`config.mk`:
```
export PLATFORM = sky130hd
export DESIGN_NAME = ifu
export DESIGN_NICKNAME = d
export VERILOG_FILES = /design/src/rtl/ifu.sv
export SDC_FILE = /design/constraint.sdc
export NUM_CORES = 1
export LEC_CHECK = 0
export ABC_AREA = 1
export CAP_MARGIN = 10
export CORE_ASPECT_RATIO = 1.2
export CORE_MARGIN = 5
export CORE_UTILIZATION = 46
export DETAILED_ROUTE_END_ITERATION = 6
export MAX_ROUTING_LAYER = met4
export PLACE_DENSITY = 0.9
export SYNTH_ARGS = -nofsm -noshare
export SYNTH_HDL_FRONTEND = slang
export SYNTH_SLANG_ARGS = --single-unit
```
`constraint.sdc`:
```
create_clock -name clk -period 4.1 [get_ports clk]
set_clock_uncertainty 0.2 [all_clocks]
set_input_delay 1.23 -clock clk [delete_from_list [all_inputs] [get_ports clk]]
set_output_delay 1.23 -clock clk [all_outputs]
set_load 0.01 [all_outputs]
```
`src/rtl/ifu.sv`:
```
// ifu: instruction fetch unit for the MIPS core.
//
// This unit holds the PC and the instruction register. It fetches one word at a time over a
// req/ack handshake. While the word is held, it exposes the decode fields to the control
// decoder. When the core retires the instruction (Advance), it commits the decoder's NPCOp.
//
// Parameters:
//   RESET_PC    PC value loaded on reset.
//
// Ports:
//   clk, rst                 clock and synchronous active-high reset
//   iReq, iAddr              instruction memory request and byte address
//   iAck, iRData             memory acknowledge and returned word
//   Advance, NPCOp, RA       retire strobe, next-PC select, jump-register value
//   InstrValid, Instr        instruction register and its valid flag
//   OP, Funct, Imm16         decode slices of Instr
//   PC, PC4                  address of Instr and its link value
//   Fault                    misaligned jump-register target trapped
//
// Build option:
//   IFU_ALIGN_CHECK_EN  When this macro is defined, a misaligned jump-register target moves
//                       the unit into a sticky FAULT state. When it is undefined, the low two
//                       bits of the target are dropped and Fault is tied to 0.
module ifu #(
    parameter logic [31:0] RESET_PC = 32'h0000_3000
) (
    input  logic        clk,
    input  logic        rst,
    output logic        iReq,
    output logic [31:0] iAddr,
    input  logic        iAck,
    input  logic [31:0] iRData,
    input  logic        Advance,
    input  logic [1:0]  NPCOp,
    input  logic [31:0] RA,
    output logic        InstrValid,
    output logic [31:0] Instr,
    output logic [5:0]  OP,
    output logic [5:0]  Funct,
    output logic [15:0] Imm16,
    output logic [31:0] PC,
    output logic [31:0] PC4,
    output logic        Fault
);

`ifdef IFU_ALIGN_CHECK_EN
    typedef enum logic [1:0] {StRst, StFetch, StHold, StFault} state_e;
`else
    typedef enum logic [1:0] {StRst, StFetch, StHold} state_e;
`endif

    state_e      state_q, state_d;
    logic [31:0] pc_q, pc_d;
    logic [31:0] instr_q, instr_d;
    logic [31:0] pc4;
    logic [31:0] npc;

    assign pc4 = pc_q + 32'd4;

    // Next-PC candidates. All sums wrap modulo 2^32.
    always_comb begin
        npc = pc4;
        unique case (NPCOp)
            2'b00: npc = pc4;
            2'b01: npc = pc4 + {{14{instr_q[15]}}, instr_q[15:0], 2'b00};
            2'b10: npc = {pc4[31:28], instr_q[25:0], 2'b00};
            // In the checked build a misaligned RA never commits, so the mask is harmless.
            2'b11: npc = RA & 32'hFFFF_FFFC;
            default: npc = pc4;
        endcase
    end

    always_ff @(posedge clk) begin
        if (rst) begin
            state_q <= StRst;
            pc_q    <= RESET_PC;
            instr_q <= '0;
        end else begin
            state_q <= state_d;
            pc_q    <= pc_d;
            instr_q <= instr_d;
        end
    end

    always_comb begin
        state_d    = state_q;
        pc_d       = pc_q;
        instr_d    = instr_q;
        iReq       = 1'b0;
        InstrValid = 1'b0;
        Fault      = 1'b0;
        unique case (state_q)
            StRst: begin
                state_d = StFetch;
            end
            StFetch: begin
                iReq = 1'b1;
                if (iAck) begin
                    instr_d = iRData;
                    state_d = StHold;
                end
            end
            StHold: begin
                InstrValid = 1'b1;
                if (Advance) begin
`ifdef IFU_ALIGN_CHECK_EN
                    if (NPCOp == 2'b11 && RA[1:0] != 2'b00) begin
                        state_d = StFault;
                    end else begin
                        pc_d    = npc;
                        state_d = StFetch;
                    end
`else
                    pc_d    = npc;
                    state_d = StFetch;
`endif
                end
            end
`ifdef IFU_ALIGN_CHECK_EN
            StFault: begin
                // Sticky until rst. PC keeps the address of the faulting jr.
                Fault = 1'b1;
            end
`endif
            default: begin
                state_d = StRst;
            end
        endcase
    end

    // The address only changes on Advance, so it is stable for the whole request.
    assign iAddr = pc_q;
    assign PC    = pc_q;
    assign PC4   = pc4;
    assign Instr = instr_q;
    assign OP    = instr_q[31:26];
    assign Funct = instr_q[5:0];
    assign Imm16 = instr_q[15:0];

endmodule

```
## Word level (Yosys, flattened, before mapping)

Index checks and enable logic that the tools add are counted.
Widths: inputs -> output; s select.

| cells by class | value |
|---|---|
| equality and inequality tests | 7 |
| reduce and logical (&&, ||, !) cells | 5 |
| add/sub/neg operators | 2 |
| muxes and demuxes | 6 |

Operator list:

| cell | number |
|---|---|
| $pmux 32 s4 | 1 |
| $add 32x3->32 const B | 1 |
| $add 32x32->32 | 1 |
| $eq 2x2->1 const B | 3 |
| $pmux 2 s3 | 1 |
| $reduce_and 2->1 | 3 |
| $eq 2x1->1 const B | 2 |
| $logic_not 2->1 | 2 |
| $mux 2 | 2 |
| $ne 2x2->1 const B | 2 |
| $mux 1 | 2 |

| word-level totals | value |
|---|---|
| bits of input ports | 70 |
| flip-flop bits (word level) | 66 |
| output and inout port bits | 159 |

## Longest topological paths before layout

| logic depth | value |
|---|---|
| word-level depth | 3 |
| depth in mapped cells | 26 |
| gate-level depth less buffers | 26 |

## Worst setup path before layout

OpenSTA, ideal clock, no wires.

| path | value |
|---|---|
| path type | reg2reg |
| start point | register pc_q[3], in the netlist PC[3] |
| end point | register pc_q[23], in the netlist PC[23] |
| arrival | 2.772 ns |
| clock period less this slack | 3.105 ns |
| cell stages (with the launch flop) | 25 |
| slack | 0.995 ns |
| buffers on the path | 0 |
| cells stage by stage | dfxtp_1 -> ha_1 -> nand2_1 -> inv_2 -> nand3_2 -> inv_1 -> nand2_1 -> nor2_1 -> nand3_1 -> nor2_1 -> nand2_1 -> nand2_1 -> inv_1 -> ha_1 -> a21oi_1 -> nand2_1 -> inv_1 -> nand2_1 -> inv_1 -> nand2_1 -> or2_2 -> nand3_1 -> nand2_1 -> nand2_1 -> a21oi_1 |

| between the ends | value |
|---|---|
| cells in the longest elaborated chain, start to end | 3 |

RTL lines:

| what | RTL line | RTL |
|---|---|---|
| start: declaration | 53 | `logic [31:0] pc_q, pc_d;` |
| start signal: assignment | 80 | `pc_q <= pc_d;` |
| $add 32x3->32 | 58 | `assign pc4 = pc_q + 32'd4;` |
| via PC4[22] | 42 | `output logic [31:0] PC4,` |
| $add 32x32->32 | 65 | `2'b01: npc = pc4 + {{14{instr_q[15]}}, instr_q[15:0], 2'b00};` |
| $pmux 32 s4 | 63 | `unique case (NPCOp)` |

The timed path passes the listed nets, and every way through them passes these cells.
A chain may end at the register's enable or synchronous reset.

## Worst setup path in the final report

| path | value |
|---|---|
| start point | register pc_q[4], in the netlist PC[4] |
| end point | output PC4[27] |

| between the ends | value |
|---|---|
| cells in the longest elaborated chain, start to end | 1 |

RTL lines:

| what | RTL line |
|---|---|
| $add 32x3->32 | 58 |
| end: declaration | 42 |

No other way between the ends.

==> flow_metrics.py <==
metrics = {
    "outcome": {
        "outcome": "finished, final reports clean",
    },
    "hold_path": {
        "min_to": "Instr[19]",
        "holdCritPathClass": "reg -> reg",
        "hp-start": "Instr[19]",
        "hold_path_depth": 2,
    },
    "die": {
        "fp.dieW_um": 117.1,
        "rows": 47,
        "initial_core_util_pct": 46.37,
        "ioPinCount": 229,
        "core_mm2": 0.01364,
        "die-area_mm2": 0.01621,
        "die_h_um": 138.5,
    },
    "route": {
        "drtAntennaViolNets": 0,
        "avgViaCountPerCell": 5.466,
        "wl_per_cell_um": 17.63,
        "num_vias": 7538,
        "finalWirelength_um": 24320,
        "drc": 0,
        "dr.pass1.iters": 7,
        "drt_iter0_markers": 632,
    },
    "timing": {
        "fin_crit_sh_pct": 96.62,
        "setup_viol": 0,
        "fin_crit_ns": 3.961,
        "fin_tns_setup_ns": 0,
        "drv_slew": 0,
        "tightest_slew_ns": 0.8500,
        "hold_viol": 0,
        "max_freq_mhz": 252.4,
        "layout_setup_ws_ns": 0.1386,
        "relSlewSlack_pct": 43.27,
        "whs_ns": 0.2804,
    },
    "logic_synthesis": {
        "yosys.cell_count.top_type": "nand2_1",
        "synthesis.area_per_instance_um2": 6.048,
        "synth-async-reset-ratio_pct": 0,
        "syn_inst": 1046,
        "seq_area_frac_synth_pct": 20.25,
        "synth_top_area_cell": "dfxtp_1",
        "synthTopCellsByArea": "dfxtp_1 20%, nand2_1 18%, a21oi_1 8.6%, buf_4 7.7%, ha_1 6.7%",
        "synth_top_area_share_pct": 20.25,
        "synthDistinctLibCells": 45,
        "synth-main-ff-cell": "dfxtp_1",
        "ys_top_cells_by_count": "303 x nand2_1, 110 x inv_1, 109 x a21oi_1",
        "synth_area_mm2": 0.006326,
        "synth.yosys.warnings": 0,
        "yosys_register_bits": 64,
        "synth_enable_flop_cells": 0,
    },
    "grt": {
        "first_global_vias": 7252,
        "grt_start_max_net_pins": 50,
        "grt_pass1_wl_um": 37550,
        "gr-total-overflow": 0,
        "track_usage_pct": 30.33,
        "grt_antenna_before_repair": 0,
    },
    "critical_path": {
        "crit_type": "reg -> out",
        "end_kind": "output port",
        "cp.arrival_ns": 2.53,
        "start_kind": "flop",
        "reg2reg_to": "PC[21]",
        "r2r_slack_ns": 0.50,
        "path_max_fanout": 7,
        "required_ns": 2.67,
        "r2r-start": "PC[2]",
        "rr_worst_depth": 24,
    },
    "power_and_ir_drop": {
        "pwr_density_cell_mw_per_mm2": 229.1,
        "ir_drop_mv": 0.2363,
        "p_leak_nw": 3.804,
        "power_frac_seq_pct": 34.7,
        "p_switching_mw": 0.5514,
        "p_clk_share_pct": 42.7,
        "p_sw_share_pct": 27.89,
        "p_comb_share_pct": 22.7,
        "p_int_mw": 1.425,
    },
    "placement": {
        "pre_cts_slack_ns": 0.4304,
        "portBuffers": 219,
        "gp_congestion": 1.028,
        "dp_hpwl_um": 19360,
        "place_inst": 1364,
    },
    "layout": {
        "diodes": 0,
        "fillCellCount": 1292,
        "nNetsFinal": 1309,
        "instances_no_fill": 1379,
        "drive_above_1_share_pct": 6.788,
        "syn2layout_area_growth_pct": 36.39,
    },
    "cts": {
        "cts_max_level": 3,
        "cts_setup_buffers": 0,
        "clkSlewWorstSetupHoldPaths_ns": 0.05,
        "insertion_delay_ns": 0.34,
        "cts_tree": "done",
        "numCtsBuffers": 9,
        "root_buffer": "clkbuf_16",
        "clockBufferDepth": 2,
        "clock_sinks": 64,
        "hold_buffers": 0,
    },
    "flow_run": {
        "maxCapViolations": 0,
    },
}
-- per-layer routing --
metal | up-vias | global-route usage, % | wire [um]
met1 | 3447 | 37.88 | 9800
met4 | 0 | 8.756 | 670
met3 | 52 | 3.103 | 1780
li1 | 3656 | - | -
met5 | - | - | 0
met2 | 383 | 51.30 | 12070
-- repair_timing --
action,CTS,global route
resized for setup,0,8
setup endpoints to repair,0,8
endpoints found under the hold margin,0,0
-- cell type report --
class / count / area [um^2] / share of cell area, %
tap: 171 / 214.0 / 2.480
clock inverter: 3 / 65.06 / 0.7541
inverter: 115 / 431.7 / 5.003
multi-input combinational: 777 / 4051 / 46.95
timing repair buffer: 237 / 2325 / 26.94
sequential: 64 / 1285 / 14.89
clock buffer: 12 / 256.5 / 2.973
-- logic make-up after synthesis --
group,share of synthesized area [%]
other cells,0.05928
flops,20.25
buf+inv,16.46
fa+ha+maj,7.041
compound gates,16.63
xor+xnor,3.679
simple gates,35.88
-- cells in the final DEF (no fill, tap or decap), types with 5 or more instances in the layout --
cell type / n
dfxtp_1: 61
ha_1: 33
nand3_1: 68
nand2_2: 8
inv_2: 5
nor2_1: 82
o21ai_1: 6
nand3b_1: 6
nand4_1: 15
a221oi_1: 12
clkdlybuf4s50_1: 217
o21ai_0: 39
xor2_1: 12
o21bai_1: 6
inv_1: 110
nand2_1: 303
or2_2: 9
a21oi_1: 109
conb_1: 7
nor2_2: 7
nor3_1: 10
xnor2_1: 8
clkbuf_16: 9
buf_4: 18
-- metrics by stage --
| stage | cell area (um^2) | power [mW] | util, % |
|---|---|---|---|
| 2_1_floorplan | 6349 | 0.9315 | - |
| 3_3_place_gp | 8278 | 1.129 | 60.68 |
| 3_5_place_dp | 8278 | 1.135 | 60.68 |
| 4_1_cts | 8600 | 1.974 | 63.03 |
| 5_1_grt | 8628 | 2.045 | 63.24 |
| 6_report | 8628 | 1.977 | 63.24 |
-- critical path, cell delays in order (launching register included) --
cell and delay (ns):
dfxtp_1 0.48, nand2_1 0.16, nor2_4 0.17, nand2_1 0.11
nor2_1 0.21, nand4_1 0.21, xor2_2 0.22, inv_1 0.10
clkdlybuf4s50_1 0.54
-- registers in the layout (all words and copies together), names as in the netlist --
| register | count |
|---|---|
| Instr | 32 |
| PC | 30 |
| state_q | 2 |
-- worst max-delay path by stage --
stage	from	slack [ns]	depth (start not counted)	to
floorplan	PC[3]	1.0	24	PC[23]
global placement	PC[2]	0.44	9	PC4[26]
global route	PC[24]	-0.001	11	PC4[28]
CTS	PC[2]	0.04	13	PC4[20]
finish	PC[4]	0.14	8	PC4[27]
detailed placement	PC[2]	0.43	9	PC4[26]
-- power groups by stage --
stage                     clock network [mW]  registers (mW)  logic, mW
after floorplan                            0           0.695      0.237
after global placement                     0           0.696      0.433
after detailed placement                   0           0.697      0.439
after CTS                              0.847           0.685      0.443
after global routing                   0.872           0.689      0.484
final                                  0.843           0.686      0.448
Power figures use the tool's default switching activity.
==> RTL change 1: new RTL, config.mk and constraints unchanged <==
Add a define of `IFU_ALIGN_CHECK_EN`.
--- a/src/rtl/ifu.sv
+++ b/src/rtl/ifu.sv
@@ -22,4 +22,6 @@
 //                       the unit into a sticky FAULT state. When it is undefined, the low two
 //                       bits of the target are dropped and Fault is tied to 0.
+`define IFU_ALIGN_CHECK_EN
+
 module ifu #(
     parameter logic [31:0] RESET_PC = 32'h0000_3000
Behaviour: not the same (Yosys sat finds a counterexample within 4 cycles, from zero or initial values and one cycle with rst high).
==> RTL change 1 against the unedited design <==
Routed wire length rose by 9.5%; worst hold slack improved by 0.032 ns; final area rose by 4.3%; utilization barely moved; sequential cell count did not move; die area rose by 4.0%; worst setup slack got worse by 0.075 ns; via count rose by 5.9%; synthesized area rose by 4.4%; critical path type unchanged; critical endpoint is now PC4[22]; largest cell class unchanged; highest routed layer unchanged.
Power is not compared: it rests on default switching activity, and its combinational part moved more than twofold at a synthesized area within 25%.
==> RTL change 1: results (changes against the unedited design) <==
metric,value,unit,change
status,"complete, no violations",,unchanged
drc,0,,unchanged
r2r_end,PC[28],,was PC[21]
ys_types,47,,was 45
grt_antenna_before_repair,0,,unchanged
ir_drop,369,µV,
seq_area_frac_synth,0.194,,was 0.203
hp-start,Instr[17],,was Instr[19]
grt_pass1_vias,7640,,was 7252
min_path_type,flop to flop,,unchanged
dp_hpwl,21400,µm,was 19400 µm
met2_length,12200,µm,was 12100 µm
met1_length,10000,µm,was 9800 µm
antenna_cells,0,,unchanged
r2r_start,PC[8],,was PC[2]
clock_latency,0.34,ns,about the same
grt_usage,0.315,,was 0.303
worst-r2r-setup-slack,0.47,ns,was 0.50 ns
use_met2,0.519,,was 0.513
start_util,0.464,,about the same
cts_buffer_depth,2,,unchanged
avgRoutedWirePerCell,18.1,µm,was 17.6 µm
critical_path_arrival,2.61,ns,was 2.53 ns
grt_pass1_wl,40500,µm,was 37500 µm
setup_ws,0.0637,ns,was 0.139 ns
globalRouteMet1Util,0.348,,was 0.379
gp_congestion,1.04,,was 1.03
via_count,7984,,was 7538
path_max_fanout,7,,unchanged
layout.nets,1397,,was 1309
holdPathEnd,Instr[17],,was Instr[19]
synth_commonest_cells,"nand2_1 (317), inv_1 (143), nor2_1 (140), nand3_1 (68)",,"was nand2_1 (303), inv_1 (110), a21oi_1 (109), nor2_1 (84), nand3_1 (68)"
ctsHtreeMaxLevel,3,,unchanged
dp_slack,0.390,ns,was 0.430 ns
grt_max_degree,35,,was 50
post_cts_buffers,0,,unchanged
met3_usage,0.0839,,was 0.0310
tightest_slew,0.818,ns,was 0.850 ns
dpl_cell_area,8630,µm²,was 8280 µm²
fill_cells,1320,,was 1292
drive_gt1_frac,0.0611,,was 0.0679
drtIter0Drc,825,,was 632
io_buffers,222,,was 219
synth_area_leaders,"dfxtp_1 (19%), nand2_1 (18%), inv_1 (8.1%)",,"was dfxtp_1 (20%), nand2_1 (18%), a21oi_1 (8.6%)"
top_layer_used,met4,,unchanged
wl_met3,2800,µm,was 1780 µm
synthArstFlopShare,0,,unchanged
crit_family,simple AND/OR/NAND/NOR gates,,unchanged
cpPeakStageDelay,0.55,ns,
clk_pin_slew,0.06,ns,
rr_worst_depth,19,,was 24
cp_slowest_cell,clkdlybuf4s50_1,,unchanged
[RTL change 1: cell types whose count changed after synthesis, moves of 4 or more]
cell,before,now
a21oi_1,109,63
buf_2,4,8
clkbuf_1,26,20
ha_1,34,39
inv_1,110,143
nand2_1,303,317
nor2_1,84,140
o21ai_0,39,64
xor2_1,13,18
[RTL change 1: timing repair]
item	in CTS	in global routing
pin swaps	0	1
gates resized for setup	1	6
setup endpoints to repair	1	6
[RTL change 1: cell families after synthesis]
group / count (synthesis) / share of synthesized area
XOR/XNOR: 25 / 0.0332
AND/OR/NAND/NOR: 589 / 0.382
AO/OA/AOI/OAI: 161 / 0.137
adder cells (fa/ha/maj): 40 / 0.0770
buffers and inverters: 241 / 0.176
flip-flops: 64 / 0.194
other: 1 / 0.000568
[RTL change 1: worst max path at each step]
stage / cells past startpoint / endpoint / startpoint
global route: 9 / PC4[22] / PC[8]
finish: 9 / PC4[22] / PC[8]
global placement: 8 / PC4[24] / PC[2]
CTS: 8 / PC4[24] / PC[2]
floorplan: 18 / PC[18] / PC[3]
detailed placement: 8 / PC4[24] / PC[3]
[RTL change 1: cell type report]
type / count / area, µm² / area share
Timing Repair Buffer: 243 / 2390 / 0.266
Clock inverter: 5 / 86.3 / 0.00960
Clock buffer: 11 / 253 / 0.0281
Multi-Input combinational cell: 821 / 4210 / 0.467
Tap cell: 175 / 219 / 0.0243
Sequential cell: 64 / 1280 / 0.143
Inverter: 148 / 556 / 0.0617
[RTL change 1: per-stage QoR]
stage                     std cells  hold slack, ns  total power (µW)
after CTS                      1467           0.311              3320
after global placement         1451           0.295              2390
final                          1467           0.312              3330
after floorplan                1126           0.322              1730
after global routing           1467           0.343              3490
after detailed placement       1451           0.303              2410
==> RTL change 2: new RTL, same settings <==
Made on the original files. The 3 states of `state_e` get a one-hot encoding in 3 bits.
--- a/src/rtl/ifu.sv
+++ b/src/rtl/ifu.sv
@@ -47,5 +47,5 @@
     typedef enum logic [1:0] {StRst, StFetch, StHold, StFault} state_e;
 `else
-    typedef enum logic [1:0] {StRst, StFetch, StHold} state_e;
+    typedef enum logic [2:0] {StRst = 3'b001, StFetch = 3'b010, StHold = 3'b100} state_e;
 `endif
 
Check against the original RTL: no difference found for any inputs over 10 cycles, from zero or initial values and one cycle with rst high; not proved beyond that.
==> RTL change 2 against the unedited design <==
First-iteration DRC count rose by 20%; sequential cell count is 1 higher; power shrank 3.8%; utilization up 0.35 points; sequential share of layout area about the same; final area grew 2.3%; register-to-register slack lost 0.05 ns; synthesized area is 3.0% higher; routed wire length rose by 4.7%; highest routed layer unchanged; worst setup slack got worse by 0.058 ns; combinational power shrank 21%; largest power group unchanged.
==> RTL change 2: results (changes against the unedited design) <==
metric,value,unit,change
rr_worst_depth,20,,was 24
path_max_fanout,6,,was 7
comb_power_share,0.186,,was 0.227
power_switching,535,µW,was 551 µW
clkCellAreaFrac,0.0370,,was 0.0373
hp-start,Instr[29],,was Instr[19]
p_leak,0.00412,µW,was 0.00380 µW
synth-compound-area-share,0.144,,was 0.166
synthCells,1120,,was 1046
synth_commonest_cells,"nand2_1 (320), inv_1 (146), nor2_1 (144), a21oi_1 (72), nand3_1 (68)",,"was nand2_1 (303), inv_1 (110), a21oi_1 (109), nor2_1 (84), nand3_1 (68)"
synth_area_leaders,"dfxtp_1 (20%), nand2_1 (18%), inv_1 (8.4%)",,"was dfxtp_1 (20%), nand2_1 (18%), a21oi_1 (8.6%)"
seq_share,0.149,,about the same
gp_congestion,1.00,,was 1.03
firstDrtPassIters,5,,was 7
critical_path_arrival,2.59,ns,was 2.53 ns
status,"complete, no violations",,unchanged
avgViaCountPerCell,5.44,,was 5.47
ys_types,41,,was 45
dp_slack,0.365,ns,was 0.430 ns
grt_max_degree,41,,was 50
drtIter0Drc,756,,was 632
r2r_end,PC[28],,was PC[21]
syn_to_final_growth,35.4,%,was 36.4%
seq_area_frac_synth,0.200,,was 0.203
seq_cells,65,,was 64
drive_gt1_frac,0.0539,,was 0.0679
inv_count,147,,was 115
worst-r2r-setup-slack,0.45,ns,was 0.50 ns
p_clk,860,µW,was 843 µW
dp_hpwl,20200,µm,was 19400 µm
grt_usage,0.300,,was 0.303
final_cells,1452,,was 1379
grt_pass1_vias,7577,,was 7252
setup_ws,0.0808,ns,was 0.139 ns
dpl_cell_area,8450,µm²,was 8280 µm²
tightest_slew,0.980,ns,was 0.850 ns
synthAdderAreaFrac,0.0683,,was 0.0704
cpPeakStageDelay,0.60,ns,was 0.54 ns
switching_share,0.281,,was 0.279
multi_input_area_share,0.464,,was 0.470
[RTL change 2: changes by cell type after synthesis, moves of 5 or more]
cell / delta
nor2_1: +60
a21oi_1: -37
inv_1: +36
o21ai_0: +22
nand2_1: +17
buf_2: +6
o21ai_1: -6
or2_2: -6
clkbuf_1: -5
xor2_1: +5
[RTL change 2: worst max-delay path: cells and delay by family, from the launching register on]
| family | cells | cell delay, ns |
|---|---|---|
| buffers and inverters | 3 | 0.79 |
| DFF | 1 | 0.41 |
| xor gates and xnor gates | 1 | 0.31 |
| and+or+nand+nor | 5 | 0.72 |
[RTL change 2: metal layers]
layer  GRT usage  vias to the layer above  wire, µm
met5           -                        -         0
met4       0.160                        0      1400
met3      0.0581                       90      2230
met2       0.498                      445     12000
met1       0.342                     3546      9830
li1            -                     3813         -
[RTL change 2: timing repair]
action,4_1_cts,5_1_grt
hold endpoints to repair,0,0
endpoints found under the setup margin,3,9
pin swaps,0,2
gates resized for setup,2,15
